File: config.mk
export PLATFORM = sky130hd
export DESIGN_NAME = md_sequencer_flat
export DESIGN_NICKNAME = d
export VERILOG_FILES = /design/src/rtl/md_pkg.sv /design/src/rtl/md_sequencer_if.sv /design/src/rtl/md_div_step.sv /design/src/rtl/md_sequencer.sv /design/src/flat_wrapper.sv
export SDC_FILE = /design/constraint.sdc
export NUM_CORES = 1
export LEC_CHECK = 0
export CORE_MARGIN = 2
export CORE_UTILIZATION = 30
export CTS_CLUSTER_DIAMETER = 150
export DETAILED_ROUTE_END_ITERATION = 10
export SYNTH_ARGS = -nofsm -noshare
export SYNTH_HDL_FRONTEND = slang
export SYNTH_SLANG_ARGS = --single-unit
export TNS_END_PERCENT = 5
File: constraint.sdc
create_clock -name clk -period 8.84 [get_ports clk]
set_input_delay 0.884 -clock clk [delete_from_list [all_inputs] [get_ports clk]]
set_output_delay 0.884 -clock clk [all_outputs]
set_load 0.02 [all_outputs]
File: src/rtl/md_pkg.sv
// Shared types and constants for the multiply/divide sequencer.
package md_pkg;

  localparam int MD_WIDTH = 32;
  localparam int MD_CNT_W = $clog2(MD_WIDTH + 1);

  localparam logic MD_OP_MULT = 1'b0;
  localparam logic MD_OP_DIV  = 1'b1;

  typedef enum logic [1:0] {
    ST_IDLE = 2'd0,
    ST_MULT = 2'd1,
    ST_DIV  = 2'd2,
    ST_DONE = 2'd3
  } md_state_e;

endpackage

File: src/rtl/md_sequencer_if.sv
// Request/result bundle between the control unit and md_sequencer.
// Build option MD_WRITE_PORT_EN adds the hi_we/lo_we/wdata mthi/mtlo write port.
interface md_sequencer_if
  import md_pkg::*;
#(
  parameter int WIDTH = MD_WIDTH
) ();

  // Handshake: start is a one-cycle request that is accepted only while busy
  // is low; there is no back-pressure and no queueing. done pulses for one
  // cycle when hi_out/lo_out hold the new result; div_zero qualifies done.
  logic             start;
  logic             op;
  logic [WIDTH-1:0] a_in;
  logic [WIDTH-1:0] b_in;
  logic             busy;
  logic             done;
  logic             div_zero;
  logic [WIDTH-1:0] hi_out;
  logic [WIDTH-1:0] lo_out;

`ifdef MD_WRITE_PORT_EN
  logic             hi_we;
  logic             lo_we;
  logic [WIDTH-1:0] wdata;

  modport master (
    output start, op, a_in, b_in, hi_we, lo_we, wdata,
    input  busy, done, div_zero, hi_out, lo_out
  );

  modport slave (
    input  start, op, a_in, b_in, hi_we, lo_we, wdata,
    output busy, done, div_zero, hi_out, lo_out
  );
`else
  modport master (
    output start, op, a_in, b_in,
    input  busy, done, div_zero, hi_out, lo_out
  );

  modport slave (
    input  start, op, a_in, b_in,
    output busy, done, div_zero, hi_out, lo_out
  );
`endif

endinterface

File: src/rtl/md_div_step.sv
// One restoring-division iteration on unsigned magnitudes:
// shift the next dividend bit into the remainder and subtract if it fits.
module md_div_step #(
  parameter int WIDTH = 32
) (
  input  logic [WIDTH-1:0] rem,
  input  logic [WIDTH-1:0] quo,
  input  logic [WIDTH-1:0] divisor,
  output logic [WIDTH-1:0] rem_next,
  output logic [WIDTH-1:0] quo_next
);

  logic [WIDTH:0] shifted;
  logic [WIDTH:0] diff;

  // The remainder stays below the divisor, so the shifted value fits in
  // WIDTH+1 bits and diff's top bit is exactly the borrow.
  always_comb begin
    shifted = {rem, quo[WIDTH-1]};
    diff    = shifted - {1'b0, divisor};
    if (diff[WIDTH]) begin
      rem_next = shifted[WIDTH-1:0];
      quo_next = {quo[WIDTH-2:0], 1'b0};
    end else begin
      rem_next = diff[WIDTH-1:0];
      quo_next = {quo[WIDTH-2:0], 1'b1};
    end
  end

endmodule

File: src/rtl/md_sequencer.sv
// Multicycle signed multiply (radix-2 Booth) / divide (restoring) producing HI/LO.
// Build option MD_WRITE_PORT_EN enables direct HI/LO writes while idle.
module md_sequencer
  import md_pkg::*;
#(
  parameter int WIDTH = MD_WIDTH
) (
  input  logic          clk,
  input  logic          reset,
  md_sequencer_if.slave bus,
  output md_state_e     dbg_state
);

  localparam int CW = $clog2(WIDTH + 1);

  md_state_e        state_q;
  md_state_e        state_d;
  logic [CW-1:0]    cnt;
  logic [WIDTH-1:0] acc_hi;
  logic [WIDTH-1:0] acc_lo;
  logic [WIDTH-1:0] operand;
  logic [WIDTH-1:0] hi_q;
  logic [WIDTH-1:0] lo_q;
  logic             q_m1;
  logic             sign_a;
  logic             sign_b;
  logic             dz_q;

  logic             accept;
  logic             b_zero;
  logic             last_step;
  logic [WIDTH-1:0] a_mag;
  logic [WIDTH-1:0] b_mag;

  assign accept    = (state_q == ST_IDLE) && bus.start;
  assign b_zero    = (bus.b_in == '0);
  assign last_step = (cnt == CW'(1));
  assign a_mag     = bus.a_in[WIDTH-1] ? -bus.a_in : bus.a_in;
  assign b_mag     = bus.b_in[WIDTH-1] ? -bus.b_in : bus.b_in;

  // Booth step: the add/sub is one bit wider than P_hi so that the
  // arithmetic shift takes its sign from the true partial product.
  logic [WIDTH:0]   m_ext;
  logic [WIDTH:0]   hi_ext;
  logic [WIDTH:0]   booth_sum;
  logic [WIDTH-1:0] booth_hi;
  logic [WIDTH-1:0] booth_lo;

  always_comb begin
    m_ext  = {operand[WIDTH-1], operand};
    hi_ext = {acc_hi[WIDTH-1], acc_hi};
    case ({acc_lo[0], q_m1})
      2'b01:   booth_sum = hi_ext + m_ext;
      2'b10:   booth_sum = hi_ext - m_ext;
      default: booth_sum = hi_ext;
    endcase
    booth_hi = booth_sum[WIDTH:1];
    booth_lo = {booth_sum[0], acc_lo[WIDTH-1:1]};
  end

  logic [WIDTH-1:0] div_rem;
  logic [WIDTH-1:0] div_quo;
  logic [WIDTH-1:0] quo_fix;
  logic [WIDTH-1:0] rem_fix;

  md_div_step #(.WIDTH(WIDTH)) u_div_step (
    .rem      (acc_hi),
    .quo      (acc_lo),
    .divisor  (operand),
    .rem_next (div_rem),
    .quo_next (div_quo)
  );

  // Quotient truncates toward zero; remainder follows the dividend's sign.
  assign quo_fix = (sign_a ^ sign_b) ? -div_quo : div_quo;
  assign rem_fix = sign_a ? -div_rem : div_rem;

  always_ff @(posedge clk) begin
    if (reset) begin
      state_q <= ST_IDLE;
    end else begin
      state_q <= state_d;
    end
  end

  always_comb begin
    state_d = state_q;
    case (state_q)
      ST_IDLE: begin
        if (bus.start) begin
          if (bus.op == MD_OP_MULT) begin
            state_d = ST_MULT;
          end else if (!b_zero) begin
            state_d = ST_DIV;
          end else begin
            state_d = ST_DONE;
          end
        end
      end
      ST_MULT: if (last_step) state_d = ST_DONE;
      ST_DIV:  if (last_step) state_d = ST_DONE;
      ST_DONE: state_d = ST_IDLE;
      default: state_d = ST_IDLE;
    endcase
  end

  always_ff @(posedge clk) begin
    if (reset) begin
      cnt     <= '0;
      acc_hi  <= '0;
      acc_lo  <= '0;
      operand <= '0;
      q_m1    <= 1'b0;
      sign_a  <= 1'b0;
      sign_b  <= 1'b0;
      dz_q    <= 1'b0;
      hi_q    <= '0;
      lo_q    <= '0;
    end else begin
      case (state_q)
        ST_IDLE: begin
          dz_q <= 1'b0;
`ifdef MD_WRITE_PORT_EN
          if (bus.hi_we) hi_q <= bus.wdata;
          if (bus.lo_we) lo_q <= bus.wdata;
`endif
          if (accept) begin
            cnt  <= CW'(WIDTH);
            q_m1 <= 1'b0;
            if (bus.op == MD_OP_MULT) begin
              acc_hi  <= '0;
              acc_lo  <= bus.a_in;
              operand <= bus.b_in;
            end else if (!b_zero) begin
              acc_hi  <= '0;
              acc_lo  <= a_mag;
              operand <= b_mag;
              sign_a  <= bus.a_in[WIDTH-1];
              sign_b  <= bus.b_in[WIDTH-1];
            end else begin
              dz_q <= 1'b1;
            end
          end
        end
        ST_MULT: begin
          acc_hi <= booth_hi;
          acc_lo <= booth_lo;
          q_m1   <= acc_lo[0];
          cnt    <= cnt - CW'(1);
          if (last_step) begin
            hi_q <= booth_hi;
            lo_q <= booth_lo;
          end
        end
        ST_DIV: begin
          acc_hi <= div_rem;
          acc_lo <= div_quo;
          cnt    <= cnt - CW'(1);
          if (last_step) begin
            hi_q <= rem_fix;
            lo_q <= quo_fix;
          end
        end
        default: begin
          cnt <= '0;
        end
      endcase
    end
  end

  assign bus.busy     = (state_q != ST_IDLE);
  assign bus.done     = (state_q == ST_DONE);
  assign bus.div_zero = (state_q == ST_DONE) && dz_q;
  assign bus.hi_out   = hi_q;
  assign bus.lo_out   = lo_q;
  assign dbg_state    = state_q;

endmodule

File: src/flat_wrapper.sv
// flat-port wrapper written by rule: the top's interface ports become plain ports
module md_sequencer_flat import md_pkg::*;
#(
  parameter int WIDTH = MD_WIDTH
)
  (clk, reset, dbg_state, bus_start, bus_op, bus_a_in, bus_b_in, bus_busy, bus_done, bus_div_zero, bus_hi_out, bus_lo_out);
  md_sequencer_if #(.WIDTH(WIDTH)) bus_i ();
  input  logic clk;
  input  logic reset;
  output md_state_e dbg_state;
  input wire logic [$bits(bus_i.start)-1:0] bus_start;
  input wire logic [$bits(bus_i.op)-1:0] bus_op;
  input wire logic [$bits(bus_i.a_in)-1:0] bus_a_in;
  input wire logic [$bits(bus_i.b_in)-1:0] bus_b_in;
  output wire logic [$bits(bus_i.busy)-1:0] bus_busy;
  output wire logic [$bits(bus_i.done)-1:0] bus_done;
  output wire logic [$bits(bus_i.div_zero)-1:0] bus_div_zero;
  output wire logic [$bits(bus_i.hi_out)-1:0] bus_hi_out;
  output wire logic [$bits(bus_i.lo_out)-1:0] bus_lo_out;
  assign bus_i.start = bus_start;
  assign bus_i.op = bus_op;
  assign bus_i.a_in = bus_a_in;
  assign bus_i.b_in = bus_b_in;
  assign bus_busy = bus_i.busy;
  assign bus_done = bus_i.done;
  assign bus_div_zero = bus_i.div_zero;
  assign bus_hi_out = bus_i.hi_out;
  assign bus_lo_out = bus_i.lo_out;
  md_sequencer #(.WIDTH(WIDTH)) u_core (.clk(clk), .reset(reset), .bus(bus_i), .dbg_state(dbg_state));
endmodule
# Yosys cells after proc, flatten, opt, wreduce, memory -nomap -nowiden
# Index checks and enable logic that the tools add are counted.
# Widths: inputs -> output; s select.
[classes] n_addsub=8 n_mul=0 div_mod_pow=0 order_cmp=0 eq_ne=13 shifts=0 muxes=35 bitwise=2 reduce_logical=15
[ops] operator="$mux 32" n=17
[ops] operator="$pmux 32 s3" n=2
[ops] operator="$neg 32->32" n=4
[ops] operator="$pmux 32 s2" n=2
[ops] operator="$pmux 33 s2" n=1
[ops] operator="$add 32x32->33" n=1
[ops] operator="$sub 32x32->33" n=1
[ops] operator="$sub 33x32->33" n=1
[ops] operator="$logic_not 32->1" n=1
[ops] operator="$pmux 6 s2" n=1
[ops] operator="$reduce_and 3->1" n=3
[ops] operator="$ne 2x1->1 const B" n=4
[ops] operator="$eq 2x2->1 const B" n=3
[ops] operator="$eq 6x1->1 const B" n=1
[ops] operator="$mux 1" n=6
[ops] operator="$mux 2" n=3
[ops] operator="$mux 6" n=1
[ops] operator="$pmux 2 s3" n=1
[ops] operator="$reduce_bool 2->1" n=3
[ops] operator="$sub 6x1->6 const B" n=1
[ops] operator="$eq 2x1->1 const B" n=2
[ops] operator="$ne 2x2->1 const B" n=2
[ops] operator="$reduce_and 2->1" n=2
[ops] operator="$reduce_and 4->1" n=1
[ops] operator="other kinds (8)" n=9
[totals] ff_bits=172 latchBits=0 ram_bits=0 mem_bits_ro=0 in_bits=68 out_inout_bits=69 elab_cells=84 n_memories=0

# Longest topological paths before layout
# Gate-level depths: netlist of the first run.
[depth] depth_word=6 ltp_mapped=24 mapped_depth_nobuf=22

# By module
# A second synthesis of the first run with hierarchy kept.
[unflattened] cells_unflattened=2133 area_unflattened_um2=15825.2
[modules_own_cells] module="md_sequencer" instances=1 cells_each=1797 area_per_inst_um2=13233.9 seq_area_each_um2=3443.3
[modules_own_cells] module="md_div_step" instances=1 cells_each=336 area_per_inst_um2=2591.2 seq_area_each_um2=0.0

# Least setup slack after synthesis of the first run
# OpenSTA, ideal clock, no wires.
[synth_path] path_kind="register to register" from="reg u_core.operand[5]" to="reg u_core.hi_q[30] (netlist: u_core.bus.hi_out[30])" setup_ns=0.095 arrival_time_ns=4.918 required_ns=8.745 setup_slack_ns=3.826 stages_incl_launch_ff=23 path_buffers=4 synth_period_minus_slack_ns=5.014 cell_sequence="dfxtp_1 clkbuf_1 inv_1 ha_1 clkbuf_1 a2111o_1 a31o_2 nand3_1 a21oi_1 o21ai_0 a21boi_1 nor2_1 clkbuf_1 clkbuf_1 nand2_1 o21ai_0 ha_1 nand3_1 nand4b_1 o31a_1 o41ai_1 xnor2_1 o311ai_1"
[synth_via] elab_chain_cells=6 word_cells_on_any_way=10 classes_between="add/sub: 4; mux: 6"
[synth_lines] item="from (decl)" line="md_sequencer.sv:21" rtl="logic [WIDTH-1:0] operand;"
[synth_lines] item="from (signal assigned)" line="md_sequencer.sv:133" rtl="operand <= bus.b_in;"
[synth_lines] item="from (signal assigned)" line="md_sequencer.sv:137" rtl="operand <= b_mag;"
[synth_lines] item="$sub 33x32->33" line="md_div_step.sv:20" rtl="diff = shifted - {1'b0, divisor};"
[synth_lines] item="$mux 32" line="md_div_step.sv:21" rtl="if (diff[WIDTH]) begin"
[synth_lines] item="$neg 32->32" line="md_sequencer.sv:76" rtl="assign rem_fix = sign_a ? -div_rem : div_rem;"
[synth_lines] item="$mux 32" line="md_sequencer.sv:76"
[synth_lines] item="$mux 32" line="md_sequencer.sv:159" rtl="if (last_step) begin"
[synth_lines] item="$pmux 32 s2 (*)" line="md_sequencer.sv:120" rtl="case (state_q)"
[synth_lines] item="to (signal assigned)" line="md_sequencer.sv:151" rtl="hi_q <= booth_hi;"
[synth_lines] item="to (signal assigned)" line="md_sequencer.sv:160" rtl="hi_q <= rem_fix;"
[synth_lines] item="to (decl)" line="md_sequencer.sv:22" rtl="logic [WIDTH-1:0] hi_q;"
# Every way passes the cells marked *; elsewhere a longest branch is shown, timed or not. The select of a mux whose other input is x is not followed.
# A chain may end at the register's enable or synchronous reset.

# Final worst setup path of the first run
[layout_path] from="reg u_core.acc_lo[31]" to="reg u_core.hi_q[30] (netlist: u_core.bus.hi_out[30])"
[layout_via] elab_chain_cells=6
[layout_lines] item="from (decl)" line="md_sequencer.sv:20" rtl="logic [WIDTH-1:0] acc_lo;"
[layout_lines] item="from (signal assigned)" line="md_sequencer.sv:132" rtl="acc_lo <= bus.a_in;"
[layout_lines] item="from (signal assigned)" line="md_sequencer.sv:136" rtl="acc_lo <= a_mag;"
[layout_lines] item="from (signal assigned)" line="md_sequencer.sv:147" rtl="acc_lo <= booth_lo;"
[layout_lines] item="$sub 33x32->33" line="md_div_step.sv:20"
[layout_lines] item="$mux 32 (*)" line="md_div_step.sv:21"
[layout_lines] item="$neg 32->32" line="md_sequencer.sv:76"
[layout_lines] item="$mux 32 (*)" line="md_sequencer.sv:76"
[layout_lines] item="$mux 32 (*)" line="md_sequencer.sv:159"
[layout_lines] item="$pmux 32 s2 (*)" line="md_sequencer.sv:120"
# Marks and branches as above.

==> flow_metrics.tcl, run 1 <==
set metrics [dict create \
    coreArea_um2 53600 \
    setup_violations 0 \
    die_area_um2 55800 \
    detail_route.first_pass.iterations 7 \
    place_hpwl_um 45700 \
    min_path_type "reg2reg" \
    final_common_cell "nor2_1" \
    cts_max_level 4 \
    io_buffers 136 \
    worst_slew_pin_slew_ns 1.32 \
    ys_seq_area_share_pct 21.3 \
    synthesis.nets 2362 \
    hold_start "u_core.bus.hi_out[2]$_SDFFE_PP0P_" \
    slew_violations 0 \
    p_seq_share_pct 22.9 \
    clockPowerShare_pct 14.9 \
    grt_pass1_vias 16300 \
    cts_buffers 17 \
    crit_slowest_cell "o41ai_1" \
    switching_share_pct 51.5 \
    hold_viol 0 \
    required_ns 9.23 \
    cts_tree "built" \
    die_height_um 236 \
    cts_resized 0 \
    grt_max_degree 95 \
    layout_common_cells "233 x nor2_1, 198 x a21oi_1, 172 x dfxtp_1, 161 x nand2_1, 154 x o21ai_0" \
    nFillCells 5660 \
    grt-ovfl-total 0 \
    final_nets 2370 \
    syn_avg_cell_area_um2 7.30 \
    holdPathEnd "u_core.bus.hi_out[2]$_SDFFE_PP0P_" \
    clock_latency_ns 0.49 \
    relSlewSlack_pct 12.2 \
    yosys_warnings 0 \
    drc 0 \
    cts.path.max_buffers 2 \
    wl_um 61200 \
    gp_routability_congestion 0.951 \
    dr_total_vias 17100 \
    crit_path_end_kind "register" \
    area_growth_syn_to_layout_pct 14.6 \
    rr_worst_depth 22 \
    worstSetupPathType "reg2reg" \
    comb_power_share_pct 62.2 \
    root_buffer "clkbuf_16" \
    power.density_nw_per_um2 312 \
    diodes 0 \
    seqCellArea_um2 3440 \
    path_clk_slew_ns 0.08 \
    switching_power_uw 2970 \
    ys_ff_latch 172 \
    wl_per_cell_um 20.9 \
    status "completed" \
    avgViaCountPerCell 5.85 \
    die_x_um 236 \
    layout.cells.non_filler 2932 \
    finish.instance_area_um2 18500 \
    power.leakage_uw 0.00684 \
    antenna_found_initial 0 \
    drtIter0Drc 1535 \
    finClkSkew_ns 0.0163 \
    rrSetupSlack_ns 2.75 \
    internal_power_uw 2800 \
    initial_utilization_pct 30.2 \
    rows 85 \
    drive_gt1_share_pct 4.61 \
    placed_cell_area_um2 17900 \
    cts_hold_buf 0 \
    async_reset_ff_share_pct 0 \
    rsz0062_at_grt "false" \
    max-cap-violations 0 \
    crit_fanout 23 \
    r2r-end "u_core.bus.hi_out[30]$_SDFFE_PP0P_" \
    ys.flop_type "dfxtp_1" \
    arrival_ns 6.48 \
    synth_cells 2215 \
    final_antenna_net_count 0 \
    r2r_start "u_core.acc_lo[31]$_SDFFE_PP0P_" \
    grt_usage_pct 21.6 \
    io-pin-count 137 \
    synth.distinct_cells 83 \
    ir_worst_vdd_v 0.000178 \
    grt_pass1_wl_um 95200 \
    min_period_ns 6.09 \
    post-route-period-util_pct 68.9 \
    min_path_cells 2 \
    clock-sinks 172 \
    dp_cells 2900 \
    syn_area_um2 16200 \
    synth-edff-count 0 \
    crit_path_cell_trace "inv_1, ha_1, inv_1, fa_1, a211o_1, a31o_2, nand3_1, a21oi_1, o21ai_0, a21boi_1, buf_4, nor2_2, buf_4, nand2_1, o21ai_0, ha_1, nand3_1, nand4b_1, o31a_1, o41ai_1, xnor2_1, o311ai_1" \
    cts_setup_buffers 0 \
    cpPeakStageDelay_ns 0.45 \
    fmax_ghz 0.164 \
    startpoint_type "register" \
    fin_tns_setup_ns 0 \
    multi_input_area_um2 11800 \
]
==> worst max-delay path: cells and delay by family (launching register included) <==
| family | cells | cell delay [ns] |
|---|---|---|
| AND/OR/NAND/NOR | 5 | 1.24 |
| XOR/XNOR | 1 | 0.11 |
| AO/OA/AOI/OAI | 9 | 2.36 |
| flip-flops | 1 | 0.40 |
| buffers and inverters | 4 | 0.85 |
| adder cells (fa/ha/maj) | 3 | 0.98 |
==> per-layer routing <==
layer,GRT usage [%],vias up,wire (um)
met5,0,-,0
met2,37.1,598,29600
met4,8.88,0,2400
met3,3.37,118,3220
met1,27.0,8187,26100
li1,-,8236,-
==> registers in the layout (all words and copies together) (netlist names) <==
register and count:
u_core.dz_q 1, u_core.acc_hi 32, u_core.cnt 6, u_core.bus.lo_out 32
u_core.acc_lo 32, u_core.dbg_state 2, u_core.sign_b 1, u_core.q_m1 1
u_core.bus.hi_out 32, u_core.operand 32, u_core.sign_a 1
==> power groups by stage <==
| stage | Sequential (uW) | Combinational (uW) | Clock (uW) |
|---|---|---|---|
| after floorplan | 1210 | 2610 | 0 |
| after global placement | 1320 | 3500 | 0 |
| after detailed placement | 1330 | 3550 | 0 |
| after CTS | 1310 | 3570 | 879 |
| after global routing | 1350 | 3950 | 908 |
| final | 1320 | 3590 | 863 |
==> synthesized netlist by cell type (14+ instances only) <==
cell type / n / area share [%]
o21ai_0: 154 / 4.8
mux2_2: 15 / 1.0
nor3b_1: 14 / 0.65
o211ai_1: 22 / 1.0
a31oi_1: 21 / 0.81
inv_1: 77 / 1.8
nand4_1: 14 / 0.54
a211oi_1: 66 / 3.1
nor2_1: 237 / 5.5
xnor2_1: 117 / 6.3
a21oi_1: 198 / 6.1
clkbuf_1: 136 / 3.2
nand2_1: 161 / 3.7
and3_1: 25 / 0.97
and2_1: 22 / 0.85
or3_1: 25 / 0.97
dfxtp_1: 172 / 21
a221oi_1: 32 / 1.7
o21a_1: 19 / 0.88
nand2b_1: 25 / 0.97
ha_1: 77 / 6.0
a22o_1: 26 / 1.4
nand3_1: 40 / 1.2
mux2i_1: 29 / 1.8
a22oi_1: 29 / 1.3
o31ai_1: 21 / 0.98
nor3_1: 44 / 1.4
a21o_1: 37 / 1.7
nor4_1: 42 / 1.6
xor2_1: 56 / 3.0
a211o_1: 40 / 2.2
buf_2: 15 / 0.46
==> cell families after synthesis <==
| group | synth area share [%] |
|---|---|
| simple gates | 21.2 |
| xor+xnor | 9.37 |
| mux | 2.84 |
| buf+inv | 6.34 |
| fa+ha+maj | 6.21 |
| flops | 21.3 |
| compound gates | 32.8 |
==> worst max path at each step <==
stage                                         startpoint                                  to  cells after the start
after global placement                      bus_b_in[15]       u_core.acc_lo[1]$_SDFFE_PP0P_                     13
final                     u_core.acc_lo[31]$_SDFFE_PP0P_  u_core.bus.hi_out[30]$_SDFFE_PP0P_                     22
after detailed placement                    bus_b_in[15]       u_core.acc_lo[1]$_SDFFE_PP0P_                     13
after CTS                 u_core.acc_lo[31]$_SDFFE_PP0P_  u_core.bus.hi_out[30]$_SDFFE_PP0P_                     22
after floorplan           u_core.operand[5]$_SDFFE_PP0P_  u_core.bus.hi_out[30]$_SDFFE_PP0P_                     22
after global routing      u_core.acc_lo[31]$_SDFFE_PP0P_  u_core.bus.hi_out[24]$_SDFFE_PP0P_                     21
==> layout make-up <==
| type | count | share of cell area (%) |
|---|---|---|
| clock buffers | 19 | 2.39 |
| clock inverters | 13 | 1.05 |
| inverters | 80 | 1.62 |
| multi-input cells | 1794 | 63.4 |
| flip-flops and latches | 172 | 18.6 |
| well taps | 696 | 4.70 |
| repair buffers | 158 | 8.22 |
==> through the flow <==
| stage | setup slack [ns] | hold slack, ns | util, % | total power, uW |
|---|---|---|---|---|
| final | 2.75 | 0.456 | 34.6 | 5780 |
| after global routing | 2.37 | 0.484 | 34.6 | 6210 |
| after CTS | 2.96 | 0.462 | 34.6 | 5750 |
| after detailed placement | 2.89 | 0.451 | 33.4 | 4880 |
| after global placement | 2.90 | 0.450 | 33.4 | 4820 |
| after floorplan | 3.83 | 0.446 | - | 3830 |
Note: power is estimated with default switching activity, not from simulation.
==> run 2, diff against run 1 <==
clock period = 5.5 ns   (was 8.84 ns; I/O delays follow)
==> run 2 against run 1 <==
Against the previous run: via count increased by 1.8%; clock-buffer cell count stayed put; final cell count up 1.2%; fmax increased by 18%; critical path depth fell by 2; combinational power grew 64%; worst setup slack got worse by 2.4 ns; clock skew grew 0.0014 ns; hold slack improved by 0.0077 ns; first-iteration DRC count shrank 3.6%; critical endpoint is now u_core.bus.hi_out[25]$_SDFFE_PP0P_; largest cell class unchanged.
==> flow_metrics.tcl, run 2 (synthesized netlist as in run 1, its figures left out) <==
set metrics [dict create \
    drive_gt1_share_pct 6.12 \
    critPathCapture "u_core.bus.hi_out[25]$_SDFFE_PP0P_" \
    clock_latency_ns 0.50 \
    status "completed" \
    gp_routability_congestion 0.969 \
    rrSetupSlack_ns 0.35 \
    ir_worst_vdd_v 0.000296 \
    placed_cell_area_um2 18200 \
    max-cap-violations 0 \
    switching_share_pct 51.3 \
    hold_viol 0 \
    die_height_um 236 \
    internal_power_uw 4530 \
    grt_pass1_vias 16600 \
    avgViaCountPerCell 5.88 \
    grt_usage_pct 21.5 \
    p_seq_share_pct 22.6 \
    required_ns 5.93 \
    worst_slew_pin_slew_ns 1.23 \
    fmax_ghz 0.194 \
    final_nets 2406 \
    rr_worst_depth 20 \
    post-route-period-util_pct 93.6 \
    detail_route.first_pass.iterations 5 \
    final.setup.worst_slack_ns 0.354 \
    clockPowerShare_pct 14.2 \
    layout_common_cells "234 x nor2_1, 198 x a21oi_1, 172 x dfxtp_1, 161 x nand2_1, 154 x o21ai_0" \
    wl_per_cell_um 20.6 \
    min_path_type "reg2reg" \
    die_x_um 236 \
    comb_power_share_pct 63.2 \
    slew_violations 0 \
    power.density_nw_per_um2 495 \
    clock-sinks 172 \
    relSlewSlack_pct 17.9 \
    hold_slack_ns 0.464 \
    setup_violations 0 \
    switching_power_uw 4780 \
    crit_path_end_kind "register" \
    dr_total_vias 17500 \
    arrival_ns 5.57 \
    nFillCells 5741 \
    die_area_um2 55800 \
    final_common_cell "nor2_1" \
    grt_max_degree 77 \
    cts.path.max_buffers 2 \
    root_buffer "clkbuf_16" \
    rsz0062_at_grt "false" \
    io_buffers 136 \
    power_uw 9310 \
    wl_um 61000 \
    drtIter0Drc 1479 \
    fin_tns_setup_ns 0 \
    crit_start "u_core.operand[0]$_SDFFE_PP0P_" \
    pre_cts_ws_ns 0.214 \
    r2r_start "u_core.operand[0]$_SDFFE_PP0P_" \
    coreArea_um2 53600 \
    diodes 0 \
    r2r-end "u_core.bus.hi_out[25]$_SDFFE_PP0P_" \
    cts_hold_buf 0 \
    grt_pass1_wl_um 94900 \
    cts_buffers 17 \
    min_period_ns 5.15 \
    crit_fanout 6 \
    antenna_found_initial 0 \
    io-pin-count 137 \
    finClkSkew_ns 0.0178 \
    startpoint_type "register" \
    worstSetupPathType "reg2reg" \
    drc 0 \
    initial_utilization_pct 30.2 \
    cts_tree "built" \
    area_growth_syn_to_layout_pct 16.3 \
    finish.instance_area_um2 18800 \
    grt-ovfl-total 0 \
    cts_max_level 4 \
    path_clk_slew_ns 0.08 \
    place_hpwl_um 46500 \
    final_antenna_net_count 0 \
    power.leakage_uw 0.00701 \
    rows 85 \
]
## run 2: critical path: stages (launching register included)
cell	delay, ns
dfxtp_1	0.37
nor3_1	0.27
nand2_1	0.15
nor4_2	0.36
and3_1	0.33
a21o_1	0.16
o21ai_0	0.11
xnor2_1	0.26
ha_1	0.35
a21o_1	0.19
a21o_1	0.16
a21o_1	0.21
a2111oi_1	0.52
buf_4	0.22
o21ai_0	0.12
and3_1	0.23
o41ai_1	0.39
buf_4	0.19
nor3_1	0.04
mux2_2	0.27
nor3_1	0.17
## run 2: power groups by stage
stage          sequential, uW  clock [uW]  combinational (uW)
2_1_floorplan            1950           0                4200
3_3_place_gp             2100           0                5720
3_5_place_dp             2120           0                5800
4_1_cts                  2090        1350                5830
5_1_grt                  2150        1400                6450
6_report                 2100        1320                5890
## run 2: layer usage
metal / vias up / track usage (%) / routed length [um]
met1: 8389 / 26.5 / 25800
met2: 630 / 36.8 / 29200
li1: 8294 / - / -
met5: - / 0 / 0
met3: 140 / 3.78 / 3430
met4: 0 / 9.55 / 2600
## run 2: worst min path at each step
stage	end	slack (ns)	cells after the start	startpoint
2_1_floorplan	u_core.dz_q$_SDFFE_PP0P_	0.45	2	u_core.dz_q$_SDFFE_PP0P_
3_3_place_gp	u_core.bus.hi_out[1]$_SDFFE_PP0P_	0.45	2	u_core.bus.hi_out[1]$_SDFFE_PP0P_
3_5_place_dp	u_core.bus.hi_out[15]$_SDFFE_PP0P_	0.45	2	u_core.bus.hi_out[15]$_SDFFE_PP0P_
4_1_cts	u_core.bus.hi_out[15]$_SDFFE_PP0P_	0.47	2	u_core.bus.hi_out[15]$_SDFFE_PP0P_
5_1_grt	u_core.bus.hi_out[2]$_SDFFE_PP0P_	0.50	2	u_core.bus.hi_out[2]$_SDFFE_PP0P_
6_report	u_core.bus.hi_out[2]$_SDFFE_PP0P_	0.46	2	u_core.bus.hi_out[2]$_SDFFE_PP0P_
## run 2: layout make-up
cell class	instances	area, um^2	area share, %
clock buffers	19	443	2.36
flip-flops and latches	172	3440	18.3
multi-input cells	1794	11800	62.6
inverters	80	300	1.60
clock inverters	13	174	0.925
well taps	696	871	4.63
repair buffers	194	1810	9.61
## run 2: metrics by stage
step | util (%) | cells
final | 35.1 | 2968
after global routing | 35.1 | 2968
after CTS | 35.1 | 2968
after detailed placement | 33.9 | 2936
after global placement | 33.9 | 2936
after floorplan | - | 2215
## run 2: timing repair
action,in CTS,in global routing
buffers inserted,0,0
setup endpoints to repair,0,3
resized for setup,0,2
